**config.mk**
```make
export PLATFORM = sky130hd
export DESIGN_NAME = bsg_fifo_1r1w_large_wide
export DESIGN_NICKNAME = d
export VERILOG_FILES = /design/src/rtl/bsg_fifo_1r1w_large_wide.sv
export SDC_FILE = /design/constraint.sdc
export NUM_CORES = 1
export LEC_CHECK = 0
export CORE_UTILIZATION = 61
export CTS_CLUSTER_SIZE = 10
export DETAILED_ROUTE_END_ITERATION = 12
export PLACE_DENSITY_LB_ADDON = 0.1
export SYNTH_ARGS = -nofsm -noshare
export SYNTH_HDL_FRONTEND = slang
export SYNTH_SLANG_ARGS = --single-unit
```
**constraint.sdc**
```tcl
create_clock -name clk_i -period 4.6 [get_ports clk_i]
set_clock_uncertainty 0.05 [all_clocks]
set_input_delay 0.46 -clock clk_i [delete_from_list [all_inputs] [get_ports clk_i]]
set_output_delay 0.46 -clock clk_i [all_outputs]
set_load 0.02 [all_outputs]
```
**src/rtl/bsg_fifo_1r1w_large_wide.sv**
```systemverilog
// bsg_fifo_1r1w_large_wide
//   Deep, wide 1R1W FIFO built around one single-port (1RW) synchronous RAM.
//   Incoming words collect in a small flop "buncher". Groups of ways_p words are
//   written to the RAM as one row. Rows read back from the RAM land in a small
//   flop "staging" FIFO that presents the oldest word. Because every RAM access
//   moves ways_p words, one RAM port can sustain one enqueue and one dequeue
//   per cycle.
//
// Ports
//   clk_i        clock
//   reset_i      asynchronous active-high reset
//   data_i/v_i   write data / write valid (enqueue on v_i & ready_and_o)
//   ready_and_o  buncher has a free slot
//   v_o/data_o   staging non-empty / oldest word
//   yumi_i       dequeue (only legal while v_o=1)
//   count_o      total words held anywhere in the FIFO
module bsg_fifo_1r1w_large_wide #(
    parameter int unsigned width_p = 8,
    parameter int unsigned els_p   = 16,
    parameter int unsigned ways_p  = 2
) (
    input  logic                                    clk_i,
    input  logic                                    reset_i,
    input  logic [width_p-1:0]                      data_i,
    input  logic                                    v_i,
    output logic                                    ready_and_o,
    output logic                                    v_o,
    output logic [width_p-1:0]                      data_o,
    input  logic                                    yumi_i,
    output logic [$clog2(els_p+4*ways_p+1)-1:0]     count_o
);

    localparam int unsigned Rows    = els_p / ways_p;
    localparam int unsigned FifoEls = 2 * ways_p;
    localparam int unsigned PtrW    = $clog2(FifoEls);
    localparam int unsigned CntFW   = PtrW + 1;
    localparam int unsigned RowPtrW = $clog2(Rows);
    localparam int unsigned RowsW   = $clog2(Rows + 1);
    localparam int unsigned CntW    = $clog2(els_p + 4 * ways_p + 1);
    localparam int unsigned RowW    = ways_p * width_p;

    // Storage (not reset; never read before written)
    logic [width_p-1:0] bun_mem_q [FifoEls];
    logic [width_p-1:0] stg_mem_q [FifoEls];
    logic [RowW-1:0]    ram_q     [Rows];
    logic [RowW-1:0]    ram_rdata_q;

    // Control state
    logic [PtrW-1:0]    bun_rd_q, bun_rd_d, bun_wr_q, bun_wr_d;
    logic [CntFW-1:0]   bun_cnt_q, bun_cnt_d;
    logic [PtrW-1:0]    stg_rd_q, stg_rd_d, stg_wr_q, stg_wr_d;
    logic [CntFW-1:0]   stg_cnt_q, stg_cnt_d;
    logic [RowPtrW-1:0] head_q, head_d, tail_q, tail_d;
    logic [RowsW-1:0]   rows_q, rows_d;
    logic               restore_q, restore_d;
    logic [CntW-1:0]    count_q, count_d;

    logic             enq, deq, ram_empty, ram_full;
    logic             do_restore, do_spill, do_drain;
    logic [CntFW-1:0] stg_free;
    logic [PtrW-1:0]  stg_push_n;
    logic [RowW-1:0]  spill_row;

    assign ready_and_o = ~reset_i & (bun_cnt_q != CntFW'(FifoEls));
    assign v_o         = (stg_cnt_q != '0);
    assign data_o      = stg_mem_q[stg_rd_q];
    assign count_o     = count_q;

    assign enq = v_i & ready_and_o;
    assign deq = yumi_i & v_o;

    assign ram_empty = (rows_q == '0);
    assign ram_full  = (rows_q == RowsW'(Rows));

    // Slots already promised to an in-flight restore count as occupied; a pop in
    // the same cycle is not credited, so staging can never overflow.
    assign stg_free = CntFW'(FifoEls) - stg_cnt_q - (restore_q ? CntFW'(ways_p) : '0);

    assign do_restore = ~ram_empty & ~restore_q & (stg_free >= CntFW'(ways_p));
    // Buncher may bypass the RAM only when nothing older is in RAM or in flight.
    assign do_drain   = ram_empty & ~restore_q & (stg_cnt_q != CntFW'(FifoEls)) &
                        (bun_cnt_q != '0);
    assign do_spill   = ~do_restore & ~do_drain & ~ram_full & (bun_cnt_q >= CntFW'(ways_p));

    assign stg_push_n = restore_q ? PtrW'(ways_p) : PtrW'(do_drain);

    always_comb begin
        spill_row = '0;
        for (int i = 0; i < ways_p; i++) begin
            spill_row[i*width_p +: width_p] = bun_mem_q[bun_rd_q + PtrW'(i)];
        end
    end

    always_comb begin
        bun_wr_d  = bun_wr_q + PtrW'(enq);
        bun_rd_d  = bun_rd_q + (do_spill ? PtrW'(ways_p) : PtrW'(do_drain));
        bun_cnt_d = bun_cnt_q + CntFW'(enq) - (do_spill ? CntFW'(ways_p) : '0) -
                    CntFW'(do_drain);

        stg_wr_d  = stg_wr_q + stg_push_n;
        stg_rd_d  = stg_rd_q + PtrW'(deq);
        stg_cnt_d = stg_cnt_q + CntFW'(stg_push_n) - CntFW'(deq);

        head_d    = head_q;
        tail_d    = tail_q;
        rows_d    = rows_q;
        if (do_restore) begin
            head_d = (head_q == RowPtrW'(Rows - 1)) ? '0 : head_q + RowPtrW'(1);
            rows_d = rows_q - RowsW'(1);
        end else if (do_spill) begin
            tail_d = (tail_q == RowPtrW'(Rows - 1)) ? '0 : tail_q + RowPtrW'(1);
            rows_d = rows_q + RowsW'(1);
        end
        restore_d = do_restore;

        count_d   = count_q + CntW'(enq) - CntW'(deq);
    end

    always_ff @(posedge clk_i or posedge reset_i) begin
        if (reset_i) begin
            bun_rd_q  <= '0;
            bun_wr_q  <= '0;
            bun_cnt_q <= '0;
            stg_rd_q  <= '0;
            stg_wr_q  <= '0;
            stg_cnt_q <= '0;
            head_q    <= '0;
            tail_q    <= '0;
            rows_q    <= '0;
            restore_q <= 1'b0;
            count_q   <= '0;
        end else begin
            bun_rd_q  <= bun_rd_d;
            bun_wr_q  <= bun_wr_d;
            bun_cnt_q <= bun_cnt_d;
            stg_rd_q  <= stg_rd_d;
            stg_wr_q  <= stg_wr_d;
            stg_cnt_q <= stg_cnt_d;
            head_q    <= head_d;
            tail_q    <= tail_d;
            rows_q    <= rows_d;
            restore_q <= restore_d;
            count_q   <= count_d;
        end
    end

    // Data arrays and the single-port RAM: at most one RAM access per cycle.
    always_ff @(posedge clk_i) begin
        if (enq) begin
            bun_mem_q[bun_wr_q] <= data_i;
        end
        if (restore_q) begin
            // Low word of the row is the oldest.
            for (int i = 0; i < ways_p; i++) begin
                stg_mem_q[stg_wr_q + PtrW'(i)] <= ram_rdata_q[i*width_p +: width_p];
            end
        end else if (do_drain) begin
            stg_mem_q[stg_wr_q] <= bun_mem_q[bun_rd_q];
        end
        if (do_spill) begin
            ram_q[tail_q] <= spill_row;
        end else if (do_restore) begin
            ram_rdata_q <= ram_q[head_q];
        end
    end

    a_params:     assert property (@(posedge clk_i) (els_p % ways_p) == 0);
    a_yumi_legal: assert property (@(posedge clk_i) disable iff (reset_i) yumi_i |-> v_o);
    a_no_v_reset: assert property (@(posedge clk_i) reset_i |-> !v_i);
    a_count_max:  assert property (@(posedge clk_i) disable iff (reset_i)
                                   count_q <= CntW'(els_p + 4 * ways_p));

endmodule
```
# ---- Word level (Yosys, flattened, before mapping)
# Memory sizes are Yosys's and may differ from the RTL's. A register that Yosys moved wholly into a read port is not among the register bits.
# Cells that the tools add are included.
dict set report word_totals {
  memories 3
  in_bits 12
  ram_bits 192
  ff_bits 30
}
dict set report op_classes {
  n_lt_le_gt_ge 2
  mux 18
  eq_ne 5
  n_reduce_logical 6
  bitwise 19
  add_sub_neg 19
}
# memory depth width rd rd_clocked_by_memory_dff write_ports line_no
set mem_list {}
lappend mem_list {ram_q 8 16 1 1 1 45} ;# logic [RowW-1:0] ram_q [Rows];
lappend mem_list {bun_mem_q 4 8 2 0 1 43} ;# logic [width_p-1:0] bun_mem_q [FifoEls];
lappend mem_list {stg_mem_q 4 8 1 0 2 44} ;# logic [width_p-1:0] stg_mem_q [FifoEls];
# operator count
set ops {}
lappend ops {{bitwise AND 1 bit} 11}
lappend ops {{two-way mux 1 bit} 9}
lappend ops {{two-way mux 2 bit} 4}
lappend ops {{two-way mux 4 bit} 2}
lappend ops {{two-way mux 8 bit} 1}
lappend ops {{inverter 1 bit} 7}
lappend ops {{adder 3 x 1 -> 3 bit (second input constant)} 2}
lappend ops {{== test 3 bit (second input constant)} 2}
lappend ops {{>= comparator 3 x 2 -> 1 bit (second input constant)} 2}
lappend ops {{two-way mux 3 bit} 2}
lappend ops {{!= test 3 bit (second input constant)} 2}
lappend ops {{nonzero test 3 bit} 2}
lappend ops {{subtractor 3 x 1 -> 3 bit} 2}
lappend ops {{subtractor 3 x 2 -> 3 bit} 2}
lappend ops {{adder 5 x 1 -> 5 bit} 1}
lappend ops {{subtractor 5 x 1 -> 5 bit} 1}
lappend ops {{adder 2 x 1 -> 2 bit} 2}
lappend ops {{adder 2 x 1 -> 2 bit (second input constant)} 2}
lappend ops {{adder 2 bit} 2}
lappend ops {{adder 4 x 1 -> 4 bit (second input constant)} 1}
lappend ops {{== test 4 bit (second input constant)} 1}
lappend ops {{zero test 4 bit} 1}
lappend ops {{AND reduction 2 bit} 2}
lappend ops {{subtractor 4 x 1 -> 4 bit (second input constant)} 1}
lappend ops {{other kinds (5)} 5}

# ---- Logic depth before layout (Yosys ltp)
dict set report logic_depth {
  depth_word 11
  mapped_depth 15
  ltp_nobuf 13
}

# ---- Worst setup path after synthesis
# OpenSTA, ideal clock, no wires.
dict set report synth_path {
  path_type {register to register}
  from {register restore_q}
  to {memory ram_q[1][0] (netlist bit), enable pin}
  arrival_ns 3.659
  stages_incl_launch_ff 11
  slack_ns 0.461
  setup_ns 0.430
  path_buffers 2
  path_cell_list {dfrtp_1 -> buf_2 -> inv_1 -> ha_1 -> inv_1 -> ha_1 -> nor2_1 -> a211oi_4 -> or3_4 -> buf_8 -> nor4_1}
}
dict set report synth_between {
  elab_chain_cells 10
  elab_cells_between_ends 16
  classes_between {add/sub (1); order compare (1); mux (3); bitwise (11)}
}
# item line_no
set synth_rtl {}
lappend synth_rtl {{start, declared} 55} ;# logic restore_q, restore_d;
lappend synth_rtl {{start signal, assigned} 142} ;# restore_q <= restore_d;
lappend synth_rtl {{two-way mux 2 bit} 77} ;# assign stg_free = CntFW'(FifoEls) - stg_cnt_q - (restore_q ? CntFW'(ways_p) : '0);
lappend synth_rtl {{subtractor 3 x 2 -> 3 bit} 77}
lappend synth_rtl {{>= comparator 3 x 2 -> 1 bit} 79} ;# assign do_restore = ~ram_empty & ~restore_q & (stg_free >= CntFW'(ways_p));
lappend synth_rtl {{bitwise AND 1 bit *} 79}
lappend synth_rtl {{named net do_restore} 59} ;# logic do_restore, do_spill, do_drain;
lappend synth_rtl {{inverter 1 bit (no source line) *} -}
lappend synth_rtl {{bitwise AND 1 bit * (3 in series)} 83} ;# assign do_spill = ~do_restore & ~do_drain & ~ram_full & (bun_cnt_q >= CntFW'(ways_p));
lappend synth_rtl {{two-way mux 1 bit *} 160} ;# if (do_spill) begin
lappend synth_rtl {{two-way mux 1 bit (not written as such) *} 161} ;# ram_q[tail_q] <= spill_row;
lappend synth_rtl {{end, declared} 45}
# The timed path passes the listed nets; every way through them passes the cells marked *.

# ---- Worst setup path after layout
dict set report layout_path {
  from {register restore_q}
  to {register bun_cnt_q[2]}
}
dict set report layout_between {
  elab_chain_cells 11
  elab_cells_between_ends 17
  classes_between {add/sub (3); order compare (1); mux (2); bitwise (11)}
}
# item line_no
set layout_rtl {}
lappend layout_rtl {{two-way mux 2 bit} 77}
lappend layout_rtl {{subtractor 3 x 2 -> 3 bit} 77}
lappend layout_rtl {{>= comparator 3 x 2 -> 1 bit} 79}
lappend layout_rtl {{bitwise AND 1 bit *} 79}
lappend layout_rtl {{named net do_restore} 59}
lappend layout_rtl {{inverter 1 bit (no source line) *} -}
lappend layout_rtl {{bitwise AND 1 bit * (3 in series)} 83}
lappend layout_rtl {{two-way mux 2 bit *} 97} ;# bun_cnt_d = bun_cnt_q + CntFW'(enq) - (do_spill ? CntFW'(ways_p) : '0) -
lappend layout_rtl {{subtractor 3 x 2 -> 3 bit *} 97}
lappend layout_rtl {{subtractor 3 x 1 -> 3 bit *} 97}
lappend layout_rtl {{named net bun_cnt_d[2]} 50} ;# logic [CntFW-1:0] bun_cnt_q, bun_cnt_d;
lappend layout_rtl {{end signal, assigned} 135} ;# bun_cnt_q <= bun_cnt_d;
lappend layout_rtl {{end, declared} 50}
# Marks and branches as above.
# A chain may end at the register's enable or synchronous reset.

==> run metrics <==
status=complete, no violations; worst vdd ir=a little under 500 uV; drt wl/cell=between 20 and 25 um; overall power=about 9.3 mW; unrepaired setup endpoints after global routing=no; Synth Net Count=551; final worst path period share=about four fifths; Critical-path top delay cell=dfrtp_1; r2r endpoint=bun_cnt_q[2]$_DFF_PP0_; vias post-DR=4713; GR Overflow Total=0; max cap viols=0; area leader, netlist=edfxtp_1; HP Class=in -> async; clock-pin transition on the worst setup and hold timing paths=0.06 ns; IO Count=27; P&R area growth vs syn=13.1%; Cells after Synth=around 510; IO buf count=26; Detailed Route WL=16900 um; Setup crit end kind=register; Sequential Area=around 0.0070 mm^2; Area contributors post-synth=edfxtp_1, mux4_2, dfrtp_1; ratio of cells with drive above 1 in the final layout=between 30 and 40%; initial DRC count=roughly 230; Reg2Reg Depth=13; Synth Area per Inst=19.9 um^2; Hold Buf Count CTS=0; Yosys top cell area share=just over 60%; post-layout minimum cycle time=between 3 and 4 ns; commonest non-fill, non-tap cell in the layout=edfxtp_1; Syn. warnings=0; Hold Vio Cnt, Final=0; gpl congestion=between 0.7 and 0.8; final-report max-slew violation count=0; most frequent cells in the layout=edfxtp_1, mux4_2, mux2_2, dfrtp_1; # DRC=0; final setup vio count=0; die area=roughly 0.017 mm^2; critical-path cell list=inv_1 > ha_1 > inv_1 > ha_1 > xnor3_1 > a211oi_4 > or3_4 > inv_6 > fa_1 > inv_1 > ha_1 > xnor2_1 > xnor2_1; multi-input logic area=approximately 0.003 mm^2; FMAX=roughly 270 MHz; crit-path max cell delay=between 0.5 and 0.6 ns; async set or reset register ratio after synthesis=between 10% and 20%; largest net degree at the start of global routing=35; Root Driver=clkbuf_16; Starting Density=between 60% and 70%; post-synthesis cell type count=47; hpwl dp=approximately 11000 um; RR Startpoint=restore_q$_DFF_PP0_; ys flop type=edfxtp_1; post-CTS setup buffer count=0; mapped cell area=0.0102 mm^2; Die X=131 um; # fillers=960; Startpoint Class=register; drt pass-1 iters=4; clock buffer count from CTS=27; TNS Setup=0 ns; Vias/cell=approximately 5.9; Critical Path RT=roughly 5 ns; later-pin clock latency in the skew report=0.52 ns; Setup CP Type=reg -> reg; post-route ant nets=0; #FFs+latches synth=approximately 240; leakage=approximately 4 nW; Tot GR Track Use=21.7%; post-cts sizing count=0; slack of the worst reg-to-reg path=0.86 ns; relative slew slack=approximately a fifth; die height=131 um; row count=46; worst-margin pin slew=between 1 and 1.5 ns; Seq/Total Area, Yosys=between 60 and 70%; H-tree depth=1; Core Area=0.0161 mm^2; largest fanout on the critical path=11; number of global-route vias before repair=approximately 5000; ant diodes=0; crit path DAT=4.13 ns; power density cells=808 mW/mm^2; CTS tree=done; EDFF count, synth=about 210; initial antenna violation count=0; first-pass GRT wire length=~27000 um; Longest Clk Path Bufs=3; nets=between 500 and 600; total clock sinks=~240
-- state kept, by name, indices dropped and copies added (netlist names), 4 cells and up --
register,count
ram_q,128
bun_mem_q,32
stg_mem_q,32
ram_rdata_q,16
count_o,5
rows_q,4
-- cell type report --
cell class              count  share of cell area [%]
multi-input cells         223                    26.0
flip-flops and latches    238                    60.9
well taps                 216                    2.35
clock buffers              49                    6.60
clock inverters             1                  0.0762
inverters                  29                   0.991
repair buffers             39                    3.11
-- power breakdown --
group          total [mW]  internal, mW  leakage, nW  switching, mW
logic                3.40          1.74         1.37           1.66
registers            4.02          3.47         2.25          0.549
clock network        1.87          1.10        0.363          0.768
total                9.28          6.31         3.99           2.97
-- cell families after synthesis --
family / Yosys count / share of synthesized area, %
flip-flops: 238 / 68.9
AO/OA/AOI/OAI: 18 / 1.38
buffers and inverters: 50 / 2.15
adder cells (fa/ha/maj): 28 / 3.74
multiplexers: 121 / 20.0
XOR/XNOR: 18 / 1.69
AND/OR/NAND/NOR: 38 / 2.22
-- per-stage QoR --
stage	hold WS, ns	instances	area [um^2]	setup WS (ns)	util, %
6_report	0.303	795	11500	0.864	71.6
5_1_grt	0.371	795	11500	0.541	71.6
4_1_cts	0.303	795	11500	0.863	71.6
3_3_place_gp	0.440	745	10700	1.01	66.8
3_5_place_dp	0.455	745	10700	0.876	66.8
2_1_floorplan	0.423	511	10200	0.461	-
-- Yosys cell counts, types with 5 or more instances --
| cell type | instances |
|---|---|
| edfxtp_1 | 208 |
| clkbuf_1 | 12 |
| inv_1 | 27 |
| mux2_4 | 10 |
| nor4_1 | 5 |
| nand2_1 | 5 |
| nor3_1 | 5 |
| dfrtp_1 | 30 |
| xnor2_1 | 14 |
| ha_1 | 24 |
| mux2_2 | 52 |
| nor2_1 | 5 |
| mux4_2 | 56 |
| buf_2 | 6 |
-- metal layers --
| metal | vias to the layer above | track usage, % | wire length [um] |
|---|---|---|---|
| met3 | 27 | 3.37 | 557 |
| met5 | - | 0 | 0 |
| li1 | 2143 | - | - |
| met2 | 95 | 37.8 | 8880 |
| met1 | 2448 | 28.9 | 7120 |
| met4 | 0 | 5.68 | 333 |
-- critical path: cells and delay by family (launching register included) --
| family | cells | cell delay [ns] |
|---|---|---|
| adders and majority gates | 4 | 1.20 |
| buffers and inverters | 4 | 0.38 |
| and+or+nand+nor | 1 | 0.32 |
| xor gates and xnor gates | 3 | 0.60 |
| AOI/OAI and AO/OA | 1 | 0.55 |
| DFF | 1 | 0.58 |
-- worst max-delay path by stage --
stage,from,end,slack [ns],cells after the start
after detailed placement,restore_q$_DFF_PP0_,bun_cnt_q[2]$_DFF_PP0_,0.88,13
after global routing,restore_q$_DFF_PP0_,bun_cnt_q[2]$_DFF_PP0_,0.54,13
after CTS,restore_q$_DFF_PP0_,bun_cnt_q[2]$_DFF_PP0_,0.86,13
final,restore_q$_DFF_PP0_,bun_cnt_q[2]$_DFF_PP0_,0.86,13
after floorplan,restore_q$_DFF_PP0_,ram_q[1][0]$_DFFE_PP_,0.46,10
after global placement,restore_q$_DFF_PP0_,bun_cnt_q[2]$_DFF_PP0_,1.01,13
Power figures use the tool's default switching activity.
